$ cat config.mk
export PLATFORM = sky130hd
export DESIGN_NAME = ifetch_unit
export DESIGN_NICKNAME = d
export VERILOG_FILES = /design/src/rtl/ifetch_unit.sv
export SDC_FILE = /design/constraint.sdc
export NUM_CORES = 1
export LEC_CHECK = 0
export ABC_AREA = 1
export BUFFER_PORTS_ARGS = -buffer_cell sky130_fd_sc_hd__buf_2
export CORE_ASPECT_RATIO = 0.5
export CORE_MARGIN = 2
export CORE_UTILIZATION = 56
export CTS_CLUSTER_SIZE = 24
export DETAILED_ROUTE_END_ITERATION = 6
export GPL_ROUTABILITY_DRIVEN = 0
export PLACE_DENSITY = 0.8
export SLEW_MARGIN = 20
export SYNTH_ARGS = -nofsm -noshare
export SYNTH_HDL_FRONTEND = slang
export SYNTH_SLANG_ARGS = --single-unit
$ cat constraint.sdc
create_clock -name clk -period 3.19 [get_ports clk]
set_clock_uncertainty 0.05 [all_clocks]
set_input_delay 0.638 -clock clk [delete_from_list [all_inputs] [get_ports clk]]
set_output_delay 0.638 -clock clk [all_outputs]
set_load 0.01 [all_outputs]
$ cat src/rtl/ifetch_unit.sv
// ifetch_unit: RV32I fetch stage with PC, one-outstanding imem port and a 2-entry decode FIFO.
// Define FETCH_MISALIGN_TRAP_EN to trap misaligned redirects into a sticky HALT state.
module ifetch_unit #(
  parameter logic [31:0] RESET_PC  = 32'h0000_0000,
  parameter logic [31:0] NOP_INSTR = 32'h0000_0013
) (
  input  logic        clk,
  input  logic        reset,
  output logic        imem_req,
  output logic [31:0] imem_addr,
  input  logic        imem_rvalid,
  input  logic [31:0] imem_rdata,
  input  logic        redirect_en,
  input  logic [31:0] redirect_pc,
  output logic        dec_valid,
  input  logic        dec_ready,
  output logic [31:0] dec_instr,
  output logic [31:0] dec_pc,
  output logic [31:0] dec_pc4,
  output logic        misalign_err
);

`ifdef FETCH_MISALIGN_TRAP_EN
  typedef enum logic [1:0] {FETCH, WAIT, DROP, HALT} state_t;
`else
  typedef enum logic [1:0] {FETCH, WAIT, DROP} state_t;
`endif

  state_t      state_q, state_d, idle_state;
  logic [31:0] pc_q, pc_d;
  logic [31:0] req_pc_q, req_pc_d;
  logic [31:0] last_pc_q, last_pc_d;
  logic [31:0] fifo_pc_q [2];
  logic [31:0] fifo_pc_d [2];
  logic [31:0] fifo_instr_q [2];
  logic [31:0] fifo_instr_d [2];
  logic        head_q, head_d, tail;
  logic [1:0]  count_q, count_d, count_after;
  logic        redir, push, pop, issue;
  logic [31:0] target_pc;

`ifdef FETCH_MISALIGN_TRAP_EN
  logic        misalign_q, misalign_d, trap;
  assign misalign_err = misalign_q;
`else
  assign misalign_err = 1'b0;
`endif

  always_comb begin
`ifdef FETCH_MISALIGN_TRAP_EN
    redir      = redirect_en && (state_q != HALT);
    target_pc  = redirect_pc;
    trap       = redir && (redirect_pc[1:0] != 2'b00);
    misalign_d = misalign_q | trap;
    idle_state = (misalign_q || trap) ? HALT : FETCH;
`else
    redir      = redirect_en;
    target_pc  = redirect_pc & 32'hFFFF_FFFC;
    idle_state = FETCH;
`endif

    dec_valid   = (count_q != 2'd0);
    dec_instr   = dec_valid ? fifo_instr_q[head_q] : NOP_INSTR;
    dec_pc      = dec_valid ? fifo_pc_q[head_q] : last_pc_q;
    dec_pc4     = dec_pc + 32'd4;

    pop         = dec_valid && dec_ready;
    push        = (state_q == WAIT) && imem_rvalid && !redir;
    count_after = count_q + {1'b0, push} - {1'b0, pop};
    issue       = !reset && !redirect_en && (count_after < 2'd2) &&
                  ((state_q == FETCH) || ((state_q == WAIT) && imem_rvalid));
    imem_req    = issue;
    imem_addr   = pc_q;

    state_d      = state_q;
    pc_d         = pc_q;
    req_pc_d     = req_pc_q;
    last_pc_d    = dec_pc;
    head_d       = head_q;
    count_d      = count_q;
    fifo_pc_d    = fifo_pc_q;
    fifo_instr_d = fifo_instr_q;
    // With count 2 the tail slot equals the head being popped this cycle.
    tail         = head_q ^ (count_q == 2'd1);

    if (issue) begin
      pc_d     = pc_q + 32'd4;
      req_pc_d = pc_q;
    end

    if (redir) begin
      pc_d    = target_pc;
      head_d  = 1'b0;
      count_d = 2'd0;
    end else begin
      if (push) begin
        fifo_pc_d[tail]    = req_pc_q;
        fifo_instr_d[tail] = imem_rdata;
      end
      if (pop) head_d = ~head_q;
      count_d = count_after;
    end

    case (state_q)
      FETCH:   state_d = redir ? idle_state : (issue ? WAIT : FETCH);
      WAIT: begin
        if (redir)            state_d = imem_rvalid ? idle_state : DROP;
        else if (imem_rvalid) state_d = issue ? WAIT : FETCH;
      end
      // A response arriving alongside a redirect still ends the outstanding request.
      DROP:    if (imem_rvalid) state_d = idle_state;
`ifdef FETCH_MISALIGN_TRAP_EN
      HALT:    state_d = HALT;
`endif
      default: state_d = FETCH;
    endcase
  end

  always_ff @(posedge clk) begin
    if (reset) begin
      state_q      <= FETCH;
      pc_q         <= RESET_PC;
      req_pc_q     <= RESET_PC;
      last_pc_q    <= 32'd0;
      head_q       <= 1'b0;
      count_q      <= 2'd0;
      fifo_pc_q    <= '{default: 32'd0};
      fifo_instr_q <= '{default: 32'd0};
`ifdef FETCH_MISALIGN_TRAP_EN
      misalign_q   <= 1'b0;
`endif
    end else begin
      state_q      <= state_d;
      pc_q         <= pc_d;
      req_pc_q     <= req_pc_d;
      last_pc_q    <= last_pc_d;
      head_q       <= head_d;
      count_q      <= count_d;
      fifo_pc_q    <= fifo_pc_d;
      fifo_instr_q <= fifo_instr_d;
`ifdef FETCH_MISALIGN_TRAP_EN
      misalign_q   <= misalign_d;
`endif
    end
  end

endmodule

==> run summary, run 1 <==
The run finished with clean final reports. In the post-synthesis netlist, the biggest area contributors are dfxtp_1, nand2_1, nor2_1. TritonCTS built the clock tree. Once placement finished, the instance area stood at 12,000 um^2. The pre-CTS setup slack is 0.347 ns. The number of global-route vias before repair was 9,836. The layout overhead on the synthesized area is 18.1%. The final instance area came out at 13,000 um^2. The final cycle utilization of the critical path came out at 97.7%. The transition at the pin with the smallest max-transition slack came out at 0.802 ns. The average instance in the mapped netlist occupies 6.51 um^2. The critical path data required time is 2.50 ns. The peak supply drop is 380 uV. The class of the tightest hold or removal check is in -> reg. The max-slew headroom at the worst pin came out at 46.5%. The width of the die is 203 um. The area inside the core boundary is 19,400 um^2. The count of flip-flops with a built-in enable after synthesis came out at 0. The proportion of layout cells with a drive suffix above 1 came out at 19.2%.

The first global-routing pass estimated 49,400 um of wire. The signal on the critical path passes through inv_2 -> nand2_8 -> clkinv_8 -> nand2_1 -> nand2_4 -> ha_4 -> inv_1 -> nor2_4 -> inv_1 -> nor2_4 -> nand2_1 -> xor2_1 -> buf_2. The detailed-router iteration count before antenna repair came out at 5. The total standard cell area after synthesis is 11,000 um^2. Entering global routing, the biggest net connects 157 pins.

The DRC marker count from the first detailed-route iteration is 981. Of the total power, combinational logic draws 8.7%. The number of sinks handled by clock tree synthesis came out at 221. The number of failing hold endpoints at the final stage is 0. The clock transition time at the flip-flop clock pins of the worst setup and hold paths is 0.06 ns.

The sequential share of the synthesized area came out at 40.1%. The number of antenna violations at the first check in global routing is 5. The critical path data arrival time is 2.43 ns. Setup repair after global routing could not meet its margin everywhere. The worst stage delay on the critical path came out at 0.33 ns.

The post-route minimum period came out at 3.12 ns. The share of async-settable or async-resettable flops after synthesis is 0%. In this run the biggest area consumer among cell types represents 40.1% of the synthesized area.

The total global routing overflow is 0. The post-detailed-placement half-perimeter wirelength came out at 20,700 um. The buffer levels on the longest clock path came out at 3. Per report_power, the clock group accounts for 42.9% of the total.

In this run the count of I/O pins placed on the die edge is 200. By instance count, the leading cell after synthesis is nand2_1. The per-cell via count in the routed design came out at 5.22. The effective utilization at floorplan came out at 57.0%. Global routing consumed, over all layers together, 29.0% of the routing resources. The maximum level of the CTS H-tree is 1. Static timing analysis puts the maximum clock frequency at 321 MHz.

The floorplan has 36 rows. The number of pins exceeding their max-slew limit in the final report came to 0. The static leakage came out at 5.73 nW. The count of maximum capacitance violations is 0. The CTS buffer count is 21. After synthesis, the most frequently instantiated cells are nand2_1, nor2_1, dfxtp_1, o21ai_0, a21oi_1. The total die area came out at 20,900 um^2. Summed over all instances, the cell type with the most area after synthesis is dfxtp_1. The most used flip-flop cell after synthesis is dfxtp_1. The total number of yosys warnings is 0.

In the final design database the tool counted 1,918 nets. The total number of vias came out at 11,100. The summed negative setup slack over all endpoints is 0 ns.

The startpoint type of the worst setup path is a flop. The remaining antenna violation count after routing came out at 0. The final wirelength came out at 31,400 um.

The final count of negative-setup-slack endpoints is 0. The net switching component of the power is 1.49 mW. In this run the power density over the cells is 465 nW/um^2. The highest net fanout along the worst path is 11. For this design, the slowest cell found on the critical path is dfxtp_1.

In the post-route analysis, the smallest setup slack over all paths is 0.0749 ns. The worst setup path is of the reg -> out kind. The register bit total from synthesis came out at 221. The count of unique library cells instantiated by Yosys came out at 41. The routed wire length per instance came out at 14.8 um. The total design power came out at 6.05 mW. The internal power of the cells totals 4.56 mW. The number of buffers inserted by port buffering is 194. After clock tree synthesis, the flow added hold-fix buffers numbering 0. In the routed design, unresolved DRC markers number 0.

STA classifies the critical path endpoint as an output pin. The buffer cell driving the clock tree root is clkbuf_16. The switching power as a share of total power came out at 24.6%. The fraction of power consumed by sequential logic is 48.4%. The clock network latency to the later pin of the worst-skew pair is 0.51 ns.

The cell count after synthesis is 1,695. In this run the vertical extent of the chip is 103 um.
kinds of logic after synthesis:
family          synth area share (%)
xor+xnor                        2.22
simple gates                    34.2
compound gates                  14.1
buf+inv                         8.93
flops                           40.1
fa+ha+maj                      0.454
other cells                   0.0340
worst paths after layout:
kind / cells past startpoint / slack [ns] / endpoint / start
worst max-delay path: 13 / 0.07 / dec_pc4[16] / count_q[0]
worst min-delay path: 3 / 0.31 / fifo_instr_q[9] / imem_rdata[9]
worst max register to register: 16 / 0.67 / imem_addr[29] / count_q[0]
worst min register to register: 2 / 0.39 / last_pc_q[1] / last_pc_q[1]
critical path, delay by kind of cell, from the launching register on:
family / cells / cell delay (ns)
AND/OR/NAND/NOR: 6 / 0.74
buffers and inverters: 5 / 0.54
flip-flops: 1 / 0.33
adder cells (fa/ha/maj): 1 / 0.15
XOR/XNOR: 1 / 0.14
power groups by stage:
stage	combinational, mW	clock, mW	sequential (mW)
5_1_grt	0.590	2.73	2.94
3_5_place_dp	0.504	0	2.99
4_1_cts	0.511	2.63	2.93
2_1_floorplan	0.334	0	2.97
3_3_place_gp	0.496	0	2.99
6_report	0.525	2.60	2.93
layer usage:
layer / track usage, % / wire length [um] / share of wire, % / vias up
met5: 0 / 54 / 0.17 / -
met4: 7.07 / 691 / 2.2 / 8
met3: 6.70 / 2780 / 8.9 / 65
met2: 47.3 / 13500 / 43 / 381
met1: 39.4 / 14400 / 46 / 4995
li1: - / - / - / 5647
registers in the layout, indices dropped and copies added, names as in the netlist:
name          flops
count_q           2
fifo_instr_q     64
fifo_pc_q        60
head_q            1
imem_addr        30
last_pc_q        32
req_pc_q         30
state_q           2
repair_timing:
action	in CTS	in global routing
pin swaps	2	9
setup endpoints to repair	23	25
gates cloned	0	1
gates resized for setup	13	47
setup buffers	0	6
per-stage QoR:
step           instances  utilization [%]  hold WS, ns
2_1_floorplan       1697                -        0.371
3_3_place_gp        2081             62.0        0.383
3_5_place_dp        2081             62.0        0.389
4_1_cts             2119             66.1        0.304
5_1_grt             2126             67.3        0.323
6_report            2127             67.3        0.311
cells in the final DEF (no fill, tap or decap), types with 6 or more instances in the layout:
master     count
inv_1        111
clkbuf_16     22
xor2_1        25
nand4_1       11
nor2_4        11
nand2_2       46
dfxtp_1      219
a21oi_1      124
nand3_1       62
nand2_1      449
clkbuf_8       6
nor2_1       295
nor2_2        22
buf_2        194
buf_4         19
o21ai_0      171
layout make-up:
type,instances,area [um^2]
timing repair buffer,221,1280
tap,266,333
antenna,1,2.50
clock buffer,31,623
fill,1765,6340
multi-input combinational,1259,5790
clock inverter,7,95.1
sequential,221,4430
inverter,121,473
(Power assumes the default switching activity.)
==> inputs of run 2 (changes only) <==
CELL_PAD_IN_SITES_DETAIL_PLACEMENT = 1   (was not set)
CELL_PAD_IN_SITES_GLOBAL_PLACEMENT = 1   (was not set)
CORE_UTILIZATION = 39   (was 56)
PLACE_DENSITY = not set   (was 0.8)
PLACE_DENSITY_LB_ADDON = 0.1   (was not set)
REMOVE_ABC_BUFFERS = 1   (was not set)
==> run summary, run 2 (synthesis results as in run 1) <==
The area inside the core boundary came out at 27,800 um^2 (was 19,400 um^2). The worst reg2reg path depth is 17 (was 16). The static leakage came out at 5.85 nW (was 5.73 nW).

The TritonCTS clock tree was built (unchanged). The DRC marker count from the first detailed-route iteration came to 621 (was 981). The reg-to-reg critical path startpoint was count_q[1] (was count_q[0]).

The number of pins exceeding their max-slew limit in the final report is 0 (unchanged). The remaining antenna violation count after routing is 0 (unchanged). The highest-delay cell along the critical path was dfxtp_4 (was dfxtp_1). The per-cell via count in the routed design came out at 5.14 (was 5.22). Critical path cell sequence: clkinv_4 -> nand2_8 -> clkinv_8 -> buf_16 -> nand2_1 -> nand2_2 -> nand2_2 -> nor2_1 -> nand2_1 -> nor2_4 -> xor2_1 -> buf_2 (was inv_2 -> nand2_8 -> clkinv_8 -> nand2_1 -> nand2_4 -> ha_4 -> inv_1 -> nor2_4 -> inv_1 -> nor2_4 -> nand2_1 -> xor2_1 -> buf_2). The post-detailed-placement half-perimeter wirelength came out at 26,600 um (was 20,700 um).

The number of buffers inserted by port buffering is 194 (unchanged). The number of antenna violations at the first check in global routing was 0 (was 5). The layout overhead on the synthesized area is 22.0% (was 18.1%). The total design power is 6.25 mW (was 6.05 mW). The number of top-level pins is 200 (unchanged).

The highest net fanout along the worst path is 14 (was 11). The startpoint type of the worst setup path is a flop (unchanged). The total buffers and inverters traversed by the critical path was 4 (was 5). The final cycle utilization of the critical path was 98.9% (was 97.7%). The max-slew headroom at the worst pin is 46.3% (was 46.5%).

The number of buffers inserted for hold repair after clock tree synthesis came out at 0 (unchanged). The width of the die came to 242 um (was 203 um). The maximum number of pins on one net before global-route repair is 157 (unchanged).

The sort of element at the end of the critical path is an output pin (unchanged). The clock network latency to the later pin of the worst-skew pair is 0.52 ns (was 0.51 ns). The clock transition time at the flip-flop clock pins of the worst setup and hold paths is 0.06 ns (about the same).

The worst stage delay on the critical path was 0.36 ns (was 0.33 ns). The worst flop-to-flop path endpoint is imem_addr[14] (was imem_addr[29]). The endpoint of the worst hold-timing path is fifo_instr_q[17] (was fifo_instr_q[9]). The CTS buffer count came to 22 (was 21).

Largest registers: fifo_instr_q x64, fifo_pc_q x60, last_pc_q x32 (unchanged). The pre-CTS setup slack came to 0.211 ns (was 0.347 ns). The worst setup slack for register-to-register paths came out at 0.61 ns (was 0.67 ns). The number of sinks handled by clock tree synthesis is 221 (unchanged).

The number of cells on the worst hold path came out at 3 (unchanged). The final layout net count came out at 1,932 (was 1,918). The total number of vias is 11,600 (was 11,100). The post-layout utilization of the core is 48.5% (was 67.3%). The total global routing overflow came out at 0 (unchanged).

The most common cell after layout, fill and taps aside is nand2_1 (unchanged). The post-route minimum period is 3.16 ns (was 3.12 ns). The transition at the pin with the smallest max-transition slack is 0.805 ns (was 0.802 ns). The effective utilization at floorplan came out at 39.8% (was 57.0%). The peak supply drop is 292 uV (was 380 uV). The checks that failed: design-rule violations. The buffer cell driving the clock tree root is clkbuf_16 (unchanged). The class of the tightest hold or removal check was in -> reg (unchanged). The detailed-router iteration count before antenna repair is 7 (was 5).

The number of flip-flops in the largest register came out at 64 (unchanged). The timing-limited maximum frequency came out at 317 MHz (was 321 MHz). The buffer levels on the longest clock path came to 3 (unchanged).

The y dimension of the die came out at 123 um (was 103 um). The wire length of the first global-routing pass came out at 59,700 um (was 49,400 um). RSZ-0062 raised after global routing: yes (unchanged). The number of global-route vias before repair is 11,500 (was 9,836).

The largest register by flop count was fifo_instr_q (unchanged). The proportion of layout cells with a drive suffix above 1 came out at 20.9% (was 19.2%). The routed wire length per instance came out at 17.3 um (was 14.8 um). The cell class contributing the biggest share of worst-path delay is simple AND/OR/NAND/NOR gates (unchanged). The final-layout fill cell count is 3,711 (was 1,765). The detailed-route DRC error count came out at 2 (was 0). The startpoint-to-endpoint class of the critical path is reg -> out (unchanged). The number of core rows came out at 43 (was 36). Most frequent cells in the layout: nand2_1, nor2_1, dfxtp_1, buf_2, o21ai_0 (unchanged). The count of non-filler cells in the finished layout was 2,256 (was 2,127).

The sequential standard cell area came out at 4430 um^2 (about the same). The number of failing hold endpoints at the final stage is 0 (unchanged). The total power per unit cell area was 464 nW/um^2 (was 465 nW/um^2). The maximum level of the CTS H-tree is 1 (unchanged). The overall fraction of global-route tracks in use came out at 25.0% (was 29.0%).

The number of placed instances, taps included came out at 2,202 (was 2,081). The post-layout worst setup margin came out at 0.0346 ns (was 0.0749 ns). The count of maximum capacitance violations was 0 (unchanged). The final count of negative-setup-slack endpoints came out at 0 (unchanged). The startpoint of the most critical hold path is imem_rdata[17] (was imem_rdata[9]). Run status: finished, violations left (was complete, no violations). The total die area came to 29,700 um^2 (was 20,900 um^2). The critical path data required time came out at 2.50 ns (about the same). The final wirelength is 38,900 um (was 31,400 um). The critical path data arrival time came out at 2.47 ns (was 2.43 ns). The area occupied by multi-input gates came out at 5920 um^2 (was 5790 um^2).
## run 2: cell types whose count changed in the layout (fill, tap and decap cells not counted), moves of 3 or more
cell and change:
nor2_1 -6, buf_4 +8, clkinv_2 +5, nor2_4 +9, nand2_1 -9, clkbuf_8 -4
nor2_2 -3, nand2_4 +8, buf_12 +3
## run 2: repair_timing
item	CTS	global route
buffers inserted	4	9
resized for setup	28	77
pin swaps	0	14
setup endpoints to repair	26	26
cloned	0	2
## run 2: worst min-delay path: stages
cell	delay [ns]
buf_2	0.08
nor2_1	0.04
nor2_1	0.08
## run 2: final cells by class
class | instances | area share [%]
antenna | 1 | 0.0186
clock buffer | 27 | 4.53
clock inverter | 11 | 0.994
inverter | 121 | 3.61
multi-input combinational | 1260 | 43.9
sequential | 221 | 32.9
tap | 382 | 3.55
timing repair buffer | 233 | 10.5
## run 2: layer usage
layer	part of all wire [%]	up-vias	track usage, %
li1	-	5679	-
met1	45	5647	31.8
met2	48	214	44.6
met3	4.1	58	4.02
met4	2.4	0	6.56
met5	0	-	0
## run 2: how the worst max path moves through the flow
stage	start	endpoint	slack, ns	cells past startpoint
CTS	count_q[1]	dec_pc4[16]	-0.01	13
detailed placement	head_q	dec_pc4[16]	0.21	13
global placement	head_q	dec_pc4[16]	0.27	13
floorplan	head_q	fifo_instr_q[0]	-2.53	5
global route	count_q[0]	dec_pc4[15]	-0.07	12
finish	count_q[1]	dec_pc4[15]	0.03	12
## run 2: per-stage QoR
step	TNS, ns	hold slack [ns]	area (um^2)
after floorplan	-152.19	0.371	10500
after global placement	0	0.381	12200
after detailed placement	0	0.398	12200
after CTS	-0.0534	0.290	13100
after global routing	-0.518	0.303	13500
final	0	0.311	13500
## run 2: power breakdown
group	leakage (nW)	switching (mW)	internal [mW]
Sequential	1.80	0.0856	2.85
Combinational	3.68	0.370	0.198
Clock	0.374	1.14	1.60
